## src/rtl/tnn_pkg.sv

```systemverilog
// rtl/tnn_pkg.sv - shared state encoding and default parameters for the TNN column
package tnn_pkg;

  typedef enum logic [1:0] {
    IDLE  = 2'd0,
    RUN   = 2'd1,
    LEARN = 2'd2,
    DONE  = 2'd3
  } state_t;

  localparam int DEF_NUM_INPUTS  = 16;
  localparam int DEF_NUM_NEURONS = 8;
  localparam int DEF_WBITS       = 3;
  localparam int DEF_TBITS       = 3;
  localparam int DEF_THRESHOLD   = 24;
  localparam int DEF_W_INIT      = 0;

endpackage

```

## src/rtl/tnn_column_if.sv

```systemverilog
// rtl/tnn_column_if.sv - volley, weight-write and result signals of the TNN column
interface tnn_column_if
  import tnn_pkg::*;
#(
  parameter int NUM_INPUTS  = DEF_NUM_INPUTS,
  parameter int NUM_NEURONS = DEF_NUM_NEURONS,
  parameter int WBITS       = DEF_WBITS,
  parameter int TBITS       = DEF_TBITS
);
  localparam int NW = (NUM_NEURONS > 1) ? $clog2(NUM_NEURONS) : 1;
  localparam int IW = (NUM_INPUTS > 1) ? $clog2(NUM_INPUTS) : 1;

  logic                            in_valid;
  logic                            in_ready;
  logic [NUM_INPUTS*(TBITS+1)-1:0] spike_times;
  logic                            training;
  logic                            wr_en;
  logic [NW-1:0]                   wr_neuron;
  logic [IW-1:0]                   wr_input;
  logic [WBITS-1:0]                wr_data;
  logic                            out_valid;
  logic                            out_spike;
  logic [TBITS-1:0]                out_time;
  logic [NW-1:0]                   winner;
  logic                            busy;

  modport master (
    output in_valid, spike_times, training, wr_en, wr_neuron, wr_input, wr_data,
    input  in_ready, out_valid, out_spike, out_time, winner, busy
  );

  modport slave (
    input  in_valid, spike_times, training, wr_en, wr_neuron, wr_input, wr_data,
    output in_ready, out_valid, out_spike, out_time, winner, busy
  );

endinterface

```

## src/rtl/tnn_neuron.sv

```systemverilog
// rtl/tnn_neuron.sv - ramp-no-leak body potential, threshold test and fire-tick capture
module tnn_neuron #(
  parameter int NUM_INPUTS = 16,
  parameter int WBITS      = 3,
  parameter int TBITS      = 3,
  parameter int THRESHOLD  = 24,
  parameter int PWIDTH     = 10
) (
  input  logic                        clk,
  input  logic                        rst,
  input  logic                        clear,
  input  logic                        en,
  input  logic [TBITS-1:0]            t,
  input  logic [NUM_INPUTS-1:0]       active,
  input  logic [NUM_INPUTS*WBITS-1:0] weights,
  output logic                        fire_now,
  output logic [TBITS-1:0]            fire_tick
);
  logic [PWIDTH-1:0] potential;
  logic [PWIDTH-1:0] sum;
  logic [PWIDTH-1:0] next_pot;
  logic              fired;

  // PWIDTH covers a full period of every input at WMAX, so the add cannot wrap
  always_comb begin
    sum = '0;
    for (int i = 0; i < NUM_INPUTS; i++) begin
      if (active[i]) sum = sum + PWIDTH'(weights[i*WBITS +: WBITS]);
    end
    next_pot = potential + sum;
    fire_now = en && !fired && (32'(next_pot) >= 32'(THRESHOLD));
  end

  always_ff @(posedge clk or posedge rst) begin
    if (rst) begin
      potential <= '0;
      fired     <= 1'b0;
      fire_tick <= '0;
    end else if (clear) begin
      potential <= '0;
      fired     <= 1'b0;
      fire_tick <= '0;
    end else if (en) begin
      potential <= next_pot;
      if (fire_now) begin
        fired     <= 1'b1;
        fire_tick <= t;
      end
    end
  end

endmodule

```

## src/rtl/tnn_column.sv

```systemverilog
// rtl/tnn_column.sv - temporal neural column: volley sequencing, winner-take-all and STDP
module tnn_column
  import tnn_pkg::*;
#(
  parameter int NUM_INPUTS  = DEF_NUM_INPUTS,
  parameter int NUM_NEURONS = DEF_NUM_NEURONS,
  parameter int WBITS       = DEF_WBITS,
  parameter int TBITS       = DEF_TBITS,
  parameter int THRESHOLD   = DEF_THRESHOLD,
  parameter int W_INIT      = DEF_W_INIT
) (
  input  logic         clk,
  input  logic         rst,
  tnn_column_if.slave  bus
);
  localparam int NW     = (NUM_NEURONS > 1) ? $clog2(NUM_NEURONS) : 1;
  localparam int TB1    = TBITS + 1;
  localparam int WMAX   = (1 << WBITS) - 1;
  localparam int P      = 1 << TBITS;
  localparam int PWIDTH = $clog2(NUM_INPUTS * WMAX * P + 1);

  state_t                        state;
  logic [TBITS-1:0]              t;
  logic [NUM_INPUTS*TB1-1:0]     st_lat;
  logic                          train_lat;
  logic                          have_win;
  logic [NW-1:0]                 win_idx;
  logic [WBITS-1:0]              w [NUM_NEURONS][NUM_INPUTS];
  logic [NUM_INPUTS*WBITS-1:0]   w_flat [NUM_NEURONS];
  logic [NUM_INPUTS-1:0]         active;
  logic [NUM_NEURONS-1:0]        fire_now;
  logic [TBITS-1:0]              fire_tick [NUM_NEURONS];
  logic                          first_fire;
  logic [NW-1:0]                 first_idx;
  logic [TBITS-1:0]              win_tick;
  logic                          accept;

  assign accept       = (state == IDLE) && bus.in_valid;
  assign bus.in_ready = (state == IDLE);
  assign bus.busy     = (state != IDLE);
  assign win_tick     = fire_tick[win_idx];

  always_comb begin
    for (int i = 0; i < NUM_INPUTS; i++) begin
      active[i] = !st_lat[i*TB1 + TBITS] && (st_lat[i*TB1 +: TBITS] <= t);
    end
    for (int n = 0; n < NUM_NEURONS; n++) begin
      for (int i = 0; i < NUM_INPUTS; i++) w_flat[n][i*WBITS +: WBITS] = w[n][i];
    end
  end

  // Descending scan leaves the lowest firing index, which resolves same-tick ties
  always_comb begin
    first_fire = 1'b0;
    first_idx  = '0;
    for (int n = NUM_NEURONS - 1; n >= 0; n--) begin
      if (fire_now[n]) begin
        first_fire = 1'b1;
        first_idx  = NW'(n);
      end
    end
  end

  for (genvar g = 0; g < NUM_NEURONS; g++) begin : g_neuron
    tnn_neuron #(
      .NUM_INPUTS (NUM_INPUTS),
      .WBITS      (WBITS),
      .TBITS      (TBITS),
      .THRESHOLD  (THRESHOLD),
      .PWIDTH     (PWIDTH)
    ) u_neuron (
      .clk       (clk),
      .rst       (rst),
      .clear     (accept),
      .en        (state == RUN),
      .t         (t),
      .active    (active),
      .weights   (w_flat[g]),
      .fire_now  (fire_now[g]),
      .fire_tick (fire_tick[g])
    );
  end

  function automatic logic [WBITS-1:0] stdp(input logic [WBITS-1:0] wv, input logic x,
                                            input logic y, input logic causal);
    if (x && (!y || causal)) stdp = (&wv) ? wv : wv + 1'b1;
    else if (y)              stdp = (wv == '0) ? wv : wv - 1'b1;
    else                     stdp = wv;
  endfunction

  always_ff @(posedge clk or posedge rst) begin
    if (rst) begin
      state         <= IDLE;
      t             <= '0;
      st_lat        <= '0;
      train_lat     <= 1'b0;
      have_win      <= 1'b0;
      win_idx       <= '0;
      bus.out_valid <= 1'b0;
      bus.out_spike <= 1'b0;
      bus.out_time  <= '0;
      bus.winner    <= '0;
      for (int n = 0; n < NUM_NEURONS; n++) begin
        for (int i = 0; i < NUM_INPUTS; i++) w[n][i] <= WBITS'(W_INIT);
      end
    end else begin
      bus.out_valid <= 1'b0;
      case (state)
        IDLE: begin
          if (bus.wr_en) w[bus.wr_neuron][bus.wr_input] <= bus.wr_data;
          if (bus.in_valid) begin
            st_lat    <= bus.spike_times;
            train_lat <= bus.training;
            t         <= '0;
            have_win  <= 1'b0;
            win_idx   <= '0;
            state     <= RUN;
          end
        end
        RUN: begin
          if (!have_win && first_fire) begin
            have_win <= 1'b1;
            win_idx  <= first_idx;
          end
          t <= t + 1'b1;
          if (t == '1) state <= train_lat ? LEARN : DONE;
        end
        LEARN: begin
          for (int n = 0; n < NUM_NEURONS; n++) begin
            for (int i = 0; i < NUM_INPUTS; i++) begin
              w[n][i] <= stdp(w[n][i], !st_lat[i*TB1 + TBITS],
                              have_win && (win_idx == NW'(n)),
                              st_lat[i*TB1 +: TBITS] <= win_tick);
            end
          end
          state <= DONE;
        end
        DONE: begin
          bus.out_valid <= 1'b1;
          bus.out_spike <= have_win;
          bus.out_time  <= have_win ? win_tick : '0;
          bus.winner    <= have_win ? win_idx : '0;
          state         <= IDLE;
        end
        default: state <= IDLE;
      endcase
    end
  end

endmodule

```

## src/flat_wrapper.sv

```systemverilog
// flat-port wrapper written by rule: the top's interface ports become plain ports
module tnn_column_flat import tnn_pkg::*;
#(
  parameter int NUM_INPUTS  = DEF_NUM_INPUTS,
  parameter int NUM_NEURONS = DEF_NUM_NEURONS,
  parameter int WBITS       = DEF_WBITS,
  parameter int TBITS       = DEF_TBITS,
  parameter int THRESHOLD   = DEF_THRESHOLD,
  parameter int W_INIT      = DEF_W_INIT
)
  (clk, rst, bus_in_valid, bus_spike_times, bus_training, bus_wr_en, bus_wr_neuron, bus_wr_input, bus_wr_data, bus_in_ready, bus_out_valid, bus_out_spike, bus_out_time, bus_winner, bus_busy);
  tnn_column_if #(.NUM_INPUTS(NUM_INPUTS), .NUM_NEURONS(NUM_NEURONS), .WBITS(WBITS), .TBITS(TBITS)) bus_i ();
  input  logic clk;
  input  logic rst;
  input wire logic [$bits(bus_i.in_valid)-1:0] bus_in_valid;
  input wire logic [$bits(bus_i.spike_times)-1:0] bus_spike_times;
  input wire logic [$bits(bus_i.training)-1:0] bus_training;
  input wire logic [$bits(bus_i.wr_en)-1:0] bus_wr_en;
  input wire logic [$bits(bus_i.wr_neuron)-1:0] bus_wr_neuron;
  input wire logic [$bits(bus_i.wr_input)-1:0] bus_wr_input;
  input wire logic [$bits(bus_i.wr_data)-1:0] bus_wr_data;
  output wire logic [$bits(bus_i.in_ready)-1:0] bus_in_ready;
  output wire logic [$bits(bus_i.out_valid)-1:0] bus_out_valid;
  output wire logic [$bits(bus_i.out_spike)-1:0] bus_out_spike;
  output wire logic [$bits(bus_i.out_time)-1:0] bus_out_time;
  output wire logic [$bits(bus_i.winner)-1:0] bus_winner;
  output wire logic [$bits(bus_i.busy)-1:0] bus_busy;
  assign bus_i.in_valid = bus_in_valid;
  assign bus_i.spike_times = bus_spike_times;
  assign bus_i.training = bus_training;
  assign bus_i.wr_en = bus_wr_en;
  assign bus_i.wr_neuron = bus_wr_neuron;
  assign bus_i.wr_input = bus_wr_input;
  assign bus_i.wr_data = bus_wr_data;
  assign bus_in_ready = bus_i.in_ready;
  assign bus_out_valid = bus_i.out_valid;
  assign bus_out_spike = bus_i.out_spike;
  assign bus_out_time = bus_i.out_time;
  assign bus_winner = bus_i.winner;
  assign bus_busy = bus_i.busy;
  tnn_column #(.NUM_INPUTS(NUM_INPUTS), .NUM_NEURONS(NUM_NEURONS), .WBITS(WBITS), .TBITS(TBITS), .THRESHOLD(THRESHOLD), .W_INIT(W_INIT)) u_core (.clk(clk), .rst(rst), .bus(bus_i));
endmodule
```

## config.mk

```make
export PLATFORM = sky130hd
export DESIGN_NAME = tnn_column_flat
export DESIGN_NICKNAME = d
export VERILOG_FILES = /design/src/rtl/tnn_pkg.sv /design/src/rtl/tnn_column_if.sv /design/src/rtl/tnn_neuron.sv /design/src/rtl/tnn_column.sv /design/src/flat_wrapper.sv
export SDC_FILE = /design/constraint.sdc
export NUM_CORES = 2
export LEC_CHECK = 0
export ABC_AREA = 1
export BUFFER_PORTS_ARGS = -buffer_cell sky130_fd_sc_hd__buf_2
export CAP_MARGIN = 0
export CORE_MARGIN = 2
export CORE_UTILIZATION = 70
export DETAILED_ROUTE_END_ITERATION = 10
export PLACE_DENSITY = 0.83
export SETUP_SLACK_MARGIN = 0.3
export SLEW_MARGIN = 20
export SYNTH_ARGS = -nofsm -noshare
export SYNTH_HDL_FRONTEND = slang
export SYNTH_HIERARCHICAL = 1
export SYNTH_SLANG_ARGS = --single-unit
```

## constraint.sdc

```tcl
create_clock -name clk -period 35.5 [get_ports clk]
set_clock_uncertainty 0.05 [all_clocks]
set_input_delay 8.875 -clock clk [delete_from_list [all_inputs] [get_ports clk]]
set_output_delay 8.875 -clock clk [all_outputs]
set_load 0.005 [all_outputs]
```

## Yosys cells after proc, flatten, opt, wreduce, memory -nomap -nowiden

Index checks and enable logic that the tools add are counted.

| cells by class | value |
|---|---|
| shift-type cells | 0 |
| bitwise gates (word level) | 3 |
| reduce and logical (&&, ||, !) cells | 743 |
| equality and inequality tests | 399 |
| divide/modulo/power cells | 0 |
| magnitude comparators | 45 |
| $mul | 0 |
| add/subtract/negate cells | 385 |
| muxes and demuxes | 744 |

Operators with widths:

| kind | count |
|---|---|
| $mux W3 | 559 |
| $mux W10 | 136 |
| $add A10 B3 Y10 | 120 |
| $pmux W384 S2 | 1 |
| $reduce_and A5 Y1 | 128 |
| $add A3 B1 Y3 const B | 129 |
| $logic_not A3 Y1 | 129 |
| $reduce_and A3 Y1 | 129 |
| $bwmux W384 | 1 |
| $mux W384 | 1 |
| $ne A3 B1 Y1 const B | 128 |
| $ne A3 B2 Y1 const B | 128 |
| $ne A3 B3 Y1 const B | 128 |
| $sub A3 B1 Y3 const B | 128 |
| $logic_and A1 B1 Y1 | 172 |
| $demux W48 S3 | 1 |
| $logic_or A1 B1 Y1 | 128 |
| $le A3 B3 Y1 | 32 |
| $add A10 B10 Y10 | 8 |
| $ge A10 B5 Y1 const B | 8 |
| $mux W48 | 1 |
| $mux W1 | 36 |
| $logic_not A1 Y1 | 33 |
| $reduce_bool A2 Y1 | 12 |
| other kinds (21) | 43 |

| word-level totals | value |
|---|---|
| latch bits | 0 |
| memories | 0 |
| bits in registers | 578 |
| memory bits (read-only) | 0 |
| word-level logic and storage cells | 2481 |
| bits in writable memories | 0 |

## Longest topological paths before layout

| depth | value |
|---|---|
| word-level depth | 47 |
| mapped depth | 105 |
| mapped depth without buffers | 105 |

## Hierarchy

Netlist, hierarchy kept.

Modules (own cells, without submodules):

| module | instances | cells an instance | area each (um^2) |
|---|---|---|---|
| tnn_column | 1 | 5702 | 38305.5 |
| tnn_neuron at u_core.g_neuron[0].u_neuron ... | 6 | 780 | 4626.9 |
| tnn_neuron at u_core.g_neuron[7].u_neuron | 1 | 776 | 4752.1 |
| tnn_neuron at u_core.g_neuron[6].u_neuron | 1 | 780 | 4690.7 |

## Worst setup path after synthesis

Ideal clock, no wire load.

| path | value |
|---|---|
| path kind | register to register |
| from | register u_core.t[2] |
| to | register u_core.have_win |
| arrival | 16.587 ns |
| path buffers | 0 |
| data required time | 35.310 ns |
| clock period less this slack | 16.777 ns |
| stages on the path, launching flop included | 94 |
| path slack | 18.723 ns |
| path through | dfrtp_1 > inv_1 > ha_1 > a21oi_1 > o21ai_0 > a21oi_1 > o21ai_0 > ha_1 > inv_1 > fa_1 > o21ai_2 > inv_1 > fa_1 > or2_2 > nand3_1 > nand2_1 > ha_1 > inv_1 > [58 not listed] > ha_1 > nand2_1 > o21ai_0 > a21oi_1 > o21bai_1 > a21oi_1 > o21ai_0 > xnor2_1 > and3_1 > nand2_4 > nand2_4 > inv_2 > nor2_1 > nand3_1 > o21ai_0 > a21boi_0 > nand2_1 > o21ai_0 |

| between the ends | value |
|---|---|
| elaborated cells between the ends (all ways) | 315 |

RTL lines:

| element | line | RTL |
|---|---|---|
| from (decl) | tnn_column.sv:23 | `logic [TBITS-1:0] t;` |
| from (signal assigned) | tnn_column.sv:125 | `t <= t + 1'b1;` |
| $le A3 B3 Y1 (*) | tnn_column.sv:45 | `active[i] = !st_lat[i*TB1 + TBITS] && (st_lat[i*TB1 +: TBITS] <= t);` |
| $logic_and A1 B1 Y1 (*) | tnn_column.sv:45 |  |
| named net u_core.active[1] | tnn_column.sv:30 | `logic [NUM_INPUTS-1:0] active;` |
| $mux W10 (*) | tnn_neuron.sv:28 | `if (active[i]) sum = sum + PWIDTH'(weights[i*WBITS +: WBITS]);` |
| $add A10 B3 Y10 | tnn_neuron.sv:28 |  |
| $mux W10 (*) | tnn_neuron.sv:28 |  |
| $add A10 B3 Y10 | tnn_neuron.sv:28 |  |
| $mux W10 (*) | tnn_neuron.sv:28 |  |
| [24 not listed] | n/a |  |
| $add A10 B10 Y10 (*) | tnn_neuron.sv:30 | `next_pot = potential + sum;` |
| $ge A10 B5 Y1 (*) | tnn_neuron.sv:31 | `fire_now = en && !fired && (32'(next_pot) >= 32'(THRESHOLD));` |
| $logic_and A1 B1 Y1 (*) | tnn_neuron.sv:31 |  |
| named net u_core.fire_now[6] | tnn_column.sv:31 | `logic [NUM_NEURONS-1:0] fire_now;` |
| $mux W1 (*) (7 in a row) | tnn_column.sv:57 | `if (fire_now[n]) begin` |
| $logic_and A1 B1 Y1 (*) | tnn_column.sv:121 | `if (!have_win && first_fire) begin` |
| $ne A2 B1 Y1 (no line) (*) | n/a |  |
| $reduce_and A3 Y1 (no line) (*) | n/a |  |
| to (signal assigned) | tnn_column.sv:97 | `have_win <= 1'b0;` |
| to (signal assigned) | tnn_column.sv:115 | `have_win <= 1'b0;` |
| to (signal assigned) | tnn_column.sv:122 | `have_win <= 1'b1;` |
| to (decl) | tnn_column.sv:26 | `logic have_win;` |

Mark *: on every way through the listed nets, which the timed path passes. The rest lies on a longest branch.
A chain may end at the register's enable or synchronous reset.

## Worst setup path in the final report

| path | value |
|---|---|
| from | register u_core.t[2] |
| to | register u_core.have_win |

| between the ends | value |
|---|---|
| longest elaborated chain between the ends | 47 |
| elaborated cells between the ends (all ways) | 315 |

RTL lines:

| element | line |
|---|---|
| $le A3 B3 Y1 (*) | tnn_column.sv:45 |
| $logic_and A1 B1 Y1 (*) | tnn_column.sv:45 |
| named net u_core.active[0] | tnn_column.sv:30 |
| $mux W3 (*) | tnn_neuron.sv:28 |
| $add A10 B3 Y10 | tnn_neuron.sv:28 |
| $mux W10 (*) | tnn_neuron.sv:28 |
| $add A10 B3 Y10 | tnn_neuron.sv:28 |
| $mux W10 (*) | tnn_neuron.sv:28 |
| [26 not listed] | n/a |
| $add A10 B10 Y10 (*) | tnn_neuron.sv:30 |
| $ge A10 B5 Y1 (*) | tnn_neuron.sv:31 |
| $logic_and A1 B1 Y1 (*) | tnn_neuron.sv:31 |
| named net u_core.fire_now[7] | tnn_column.sv:31 |
| $mux W1 (*) (8 in a row) | tnn_column.sv:57 |
| $logic_and A1 B1 Y1 (*) | tnn_column.sv:121 |
| $ne A2 B1 Y1 (no line) (*) | n/a |
| $reduce_and A3 Y1 (no line) (*) | n/a |

Marked as above.

==> impl_metrics.csv <==
group,metric,value,unit
synthesis,synth-main-ff-cell,"dfrtp_1",
critical_path,r2r-end,"u_core/have_win",
worst_hold_path,hold_class,"reg2reg",
floorplan,start_util,70.5,%
clock_tree,clock_sinks,578,
synthesis,synth-edff-count,0,
sta,hold_viol,0,
synthesis,synth-async-reset-ratio,100,%
critical_path,worst_path_most_repeated_cell,"inv_1",
placement,placed_cells,13300,
synthesis,synthesis.nets,12800,
global_routing,grt_overflow_total,0,
floorplan,ioPinCount,89,
floorplan,num_rows,120,
status,status,"finished clean",
synthesis,yosysSeqAreaShare,19.2,%
floorplan,dieHeight,332,um
critical_path,startpoint_type,"flop",
global_routing,grt_max_degree,206,
clock_tree,cts_buffers,79,
critical_path,end_kind,"flop",
clock_tree,htreeDepth,3,
sta,drv_slew,0,
critical_path,rrSetupSlack,17.19,ns
route,routed_wirelength,245,mm
sta,setup_viol,0,
route,vias_per_cell,5.99,
floorplan,core_area,0.107,mm2
global_routing,grt_first_pass_wirelength,392,mm
clock_tree,postCtsSetupBuffers,0,
synthesis,yosysWarningCount,6,
clock_tree,hold_buffers,0,
route,drc,0,
floorplan,dieArea,0.111,mm2
clock_tree,cts-root-buf,"clkbuf_16",
synthesis,netlist_area,0.0755,mm2
global_routing,track_usage,43.8,%
critical_path,startpoint,"u_core/t[2]",
synthesis,avgSynthCellArea,6.33,um2
critical_path,crit_type,"reg2reg",
critical_path,r2r-start,"u_core/t[2]",
global_routing,antenna_found_initial,8,
sta,rsz0062_at_grt,"no",
layout,drive_above_1_share,10.6,%
clock_tree,cts_tree,"done",
clock_tree,cts_resized,0,
route,firstDrtPassIters,9,
clock_tree,cts_buffer_depth,3,
route,wire_per_inst,18.3,um
sta,fmaxAchievable,54.6,MHz
critical_path,critPathCapture,"u_core/have_win",
sta,fin_crit_sh,51.6,%
layout,nets,12800,
sta,setup_tns,0,ns
critical_path,cp.required,36.01,ns
job,drv_cap,0,
critical_path,cpMaxStageDelayCell,"dfrtp_1",
sta,period_minus_slack,18.31,ns
placement,post-dp-hpwl,182,mm
route,vias,80400,
critical_path,rr_worst_depth,100,
critical_path,crit_fanout,24,
placement,portBuffers,88,
global_routing,grt_pass1_vias,77500,
synthesis,syn_inst,11900,
route,drtAntennaViolNets,0,
layout,instances_no_fill,13400,
synthesis,yosysUniqueCellTypes,60,
clock_tree,clk_latency,0.71,ns
clock_tree,clk_pin_slew,0.06,ns
placement,place.gp.congestion,0.997,
layout,synthToLayoutAreaGrowth,6.26,%
layout,final_common_cell,"nand2_1",
critical_path,max_stage_delay,0.69,ns
critical_path,arrival,18.83,ns
sta,worst_slew_pin_slew,1.19,ns
synthesis,synth_seq_cells,578,
sta,relSlewSlack,20.0,%
layout,most-common-layout-cells,"3353 x nand2_1, 1781 x inv_1, 1058 x nand3_1",
floorplan,die_w,332,um
route,drtIter0Drc,7962,
[layer usage]
metal,track usage (%),part of all wire (%),vias up
li1,-,-,38200
met2,71.9,45,4110
met4,25.8,6.5,2
met5,0,0.0053,-
met1,53.1,38,37100
met3,9.37,11,1006
[worst min path at each step]
stage | startpoint | to | slack (ns) | cells after the start
after global routing | u_core/train_lat | u_core/train_lat | 0.44 | 2
final | u_core/train_lat | u_core/train_lat | 0.43 | 2
after CTS | u_core/train_lat | u_core/train_lat | 0.43 | 2
after detailed placement | u_core/train_lat | u_core/train_lat | 0.41 | 2
after global placement | u_core/bus.winner[0] | u_core/bus.winner[0] | 0.41 | 2
after floorplan | u_core/train_lat | u_core/train_lat | 0.39 | 2
[flip-flops by register name, indices dropped and copies added, names as in the netlist, 3 cells and up]
| name | cells |
|---|---|
| u_core/bus.out_time | 3 |
| u_core/w | 384 |
| u_core/win_idx | 3 |
| u_core/st_lat | 64 |
| u_core/t | 3 |
| u_core/g_neuron.u_neuron/fired | 8 |
| u_core/g_neuron.u_neuron/fire_tick | 24 |
| u_core/g_neuron.u_neuron/potential | 80 |
| u_core/bus.winner | 3 |
[stage by stage]
| stage | area (um2) | setup slack (ns) | hold slack, ns | utilization [%] |
|---|---|---|---|---|
| 2_1_floorplan | 75500 | 13.58 | 0.394 | - |
| 3_3_place_gp | 77400 | 18.13 | 0.414 | 72.3 |
| 3_5_place_dp | 77400 | 17.70 | 0.415 | 72.3 |
| 4_1_cts | 80200 | 17.55 | 0.430 | 74.9 |
| 5_1_grt | 80200 | 16.07 | 0.437 | 75.0 |
| 6_report | 80200 | 17.19 | 0.433 | 75.0 |
[synthesized netlist by cell type, types with 17 or more instances]
| master | count | area [um2] |
|---|---|---|
| and3_1 | 24 | 150 |
| nand4_1 | 88 | 551 |
| nor2_2 | 68 | 425 |
| xor2_1 | 215 | 1880 |
| buf_2 | 30 | 150 |
| a31oi_1 | 107 | 669 |
| fa_1 | 256 | 5120 |
| clkbuf_1 | 149 | 559 |
| a21oi_1 | 421 | 2110 |
| nand2_1 | 3355 | 12600 |
| a21oi_2 | 19 | 166 |
| or2_2 | 66 | 413 |
| xnor2_1 | 34 | 298 |
| a22oi_1 | 19 | 143 |
| nand3_2 | 177 | 1770 |
| dfrtp_1 | 578 | 14500 |
| nand3b_1 | 142 | 1070 |
| clkinv_1 | 27 | 101 |
| o21ai_2 | 55 | 482 |
| inv_2 | 146 | 548 |
| buf_1 | 19 | 71.3 |
| nor2_1 | 1039 | 3900 |
| o21ai_1 | 210 | 1050 |
| nand3_1 | 1058 | 5300 |
| inv_1 | 1783 | 6690 |
| o21ai_0 | 542 | 2710 |
| nor3_1 | 139 | 696 |
| ha_1 | 534 | 6680 |
| nand2_4 | 45 | 507 |
| nand2_2 | 327 | 2050 |
| o21bai_1 | 17 | 128 |
| o22ai_1 | 100 | 626 |
[kinds of logic (layout without fill, tap and decap cells)]
logic type               after synthesis  after routing  share of synthesized area [%]
XOR/XNOR                             249            249                           2.89
AND/OR/NAND/NOR                     6595           6595                           39.9
other                                  0              3                              0
buffers and inverters               2182           2269                           11.1
adder cells (fa/ha/maj)              790            790                           15.6
AO/OA/AOI/OAI                       1544           1544                           11.3
flip-flops                           578            578                           19.2
[layout make-up]
type                            instances  area, um2
Inverter                             1962       7400
Sequential cell                       578      14500
Antenna cell                            3       7.51
Timing Repair Buffer                  162       1050
Multi-Input combinational cell       9178      52800
Clock buffer                          110       2250
Clock inverter                         35        523
Fill cell                            8844      26800
Tap cell                             1403       1760
[worst max-delay path: cells and delay by family, from the launching register on]
family                     cells  cell delay [ns]
buffers and inverters         22             1.97
AOI/OAI and AO/OA             24             4.30
and+or+nand+nor               34             5.11
DFF                            1             0.69
xor gates and xnor gates       2             0.32
adders and majority gates     18             5.68
Power is left out: the tool's default activity adds up to more than one toggle a clock period on the data nets, which glitch-free logic cannot reach.
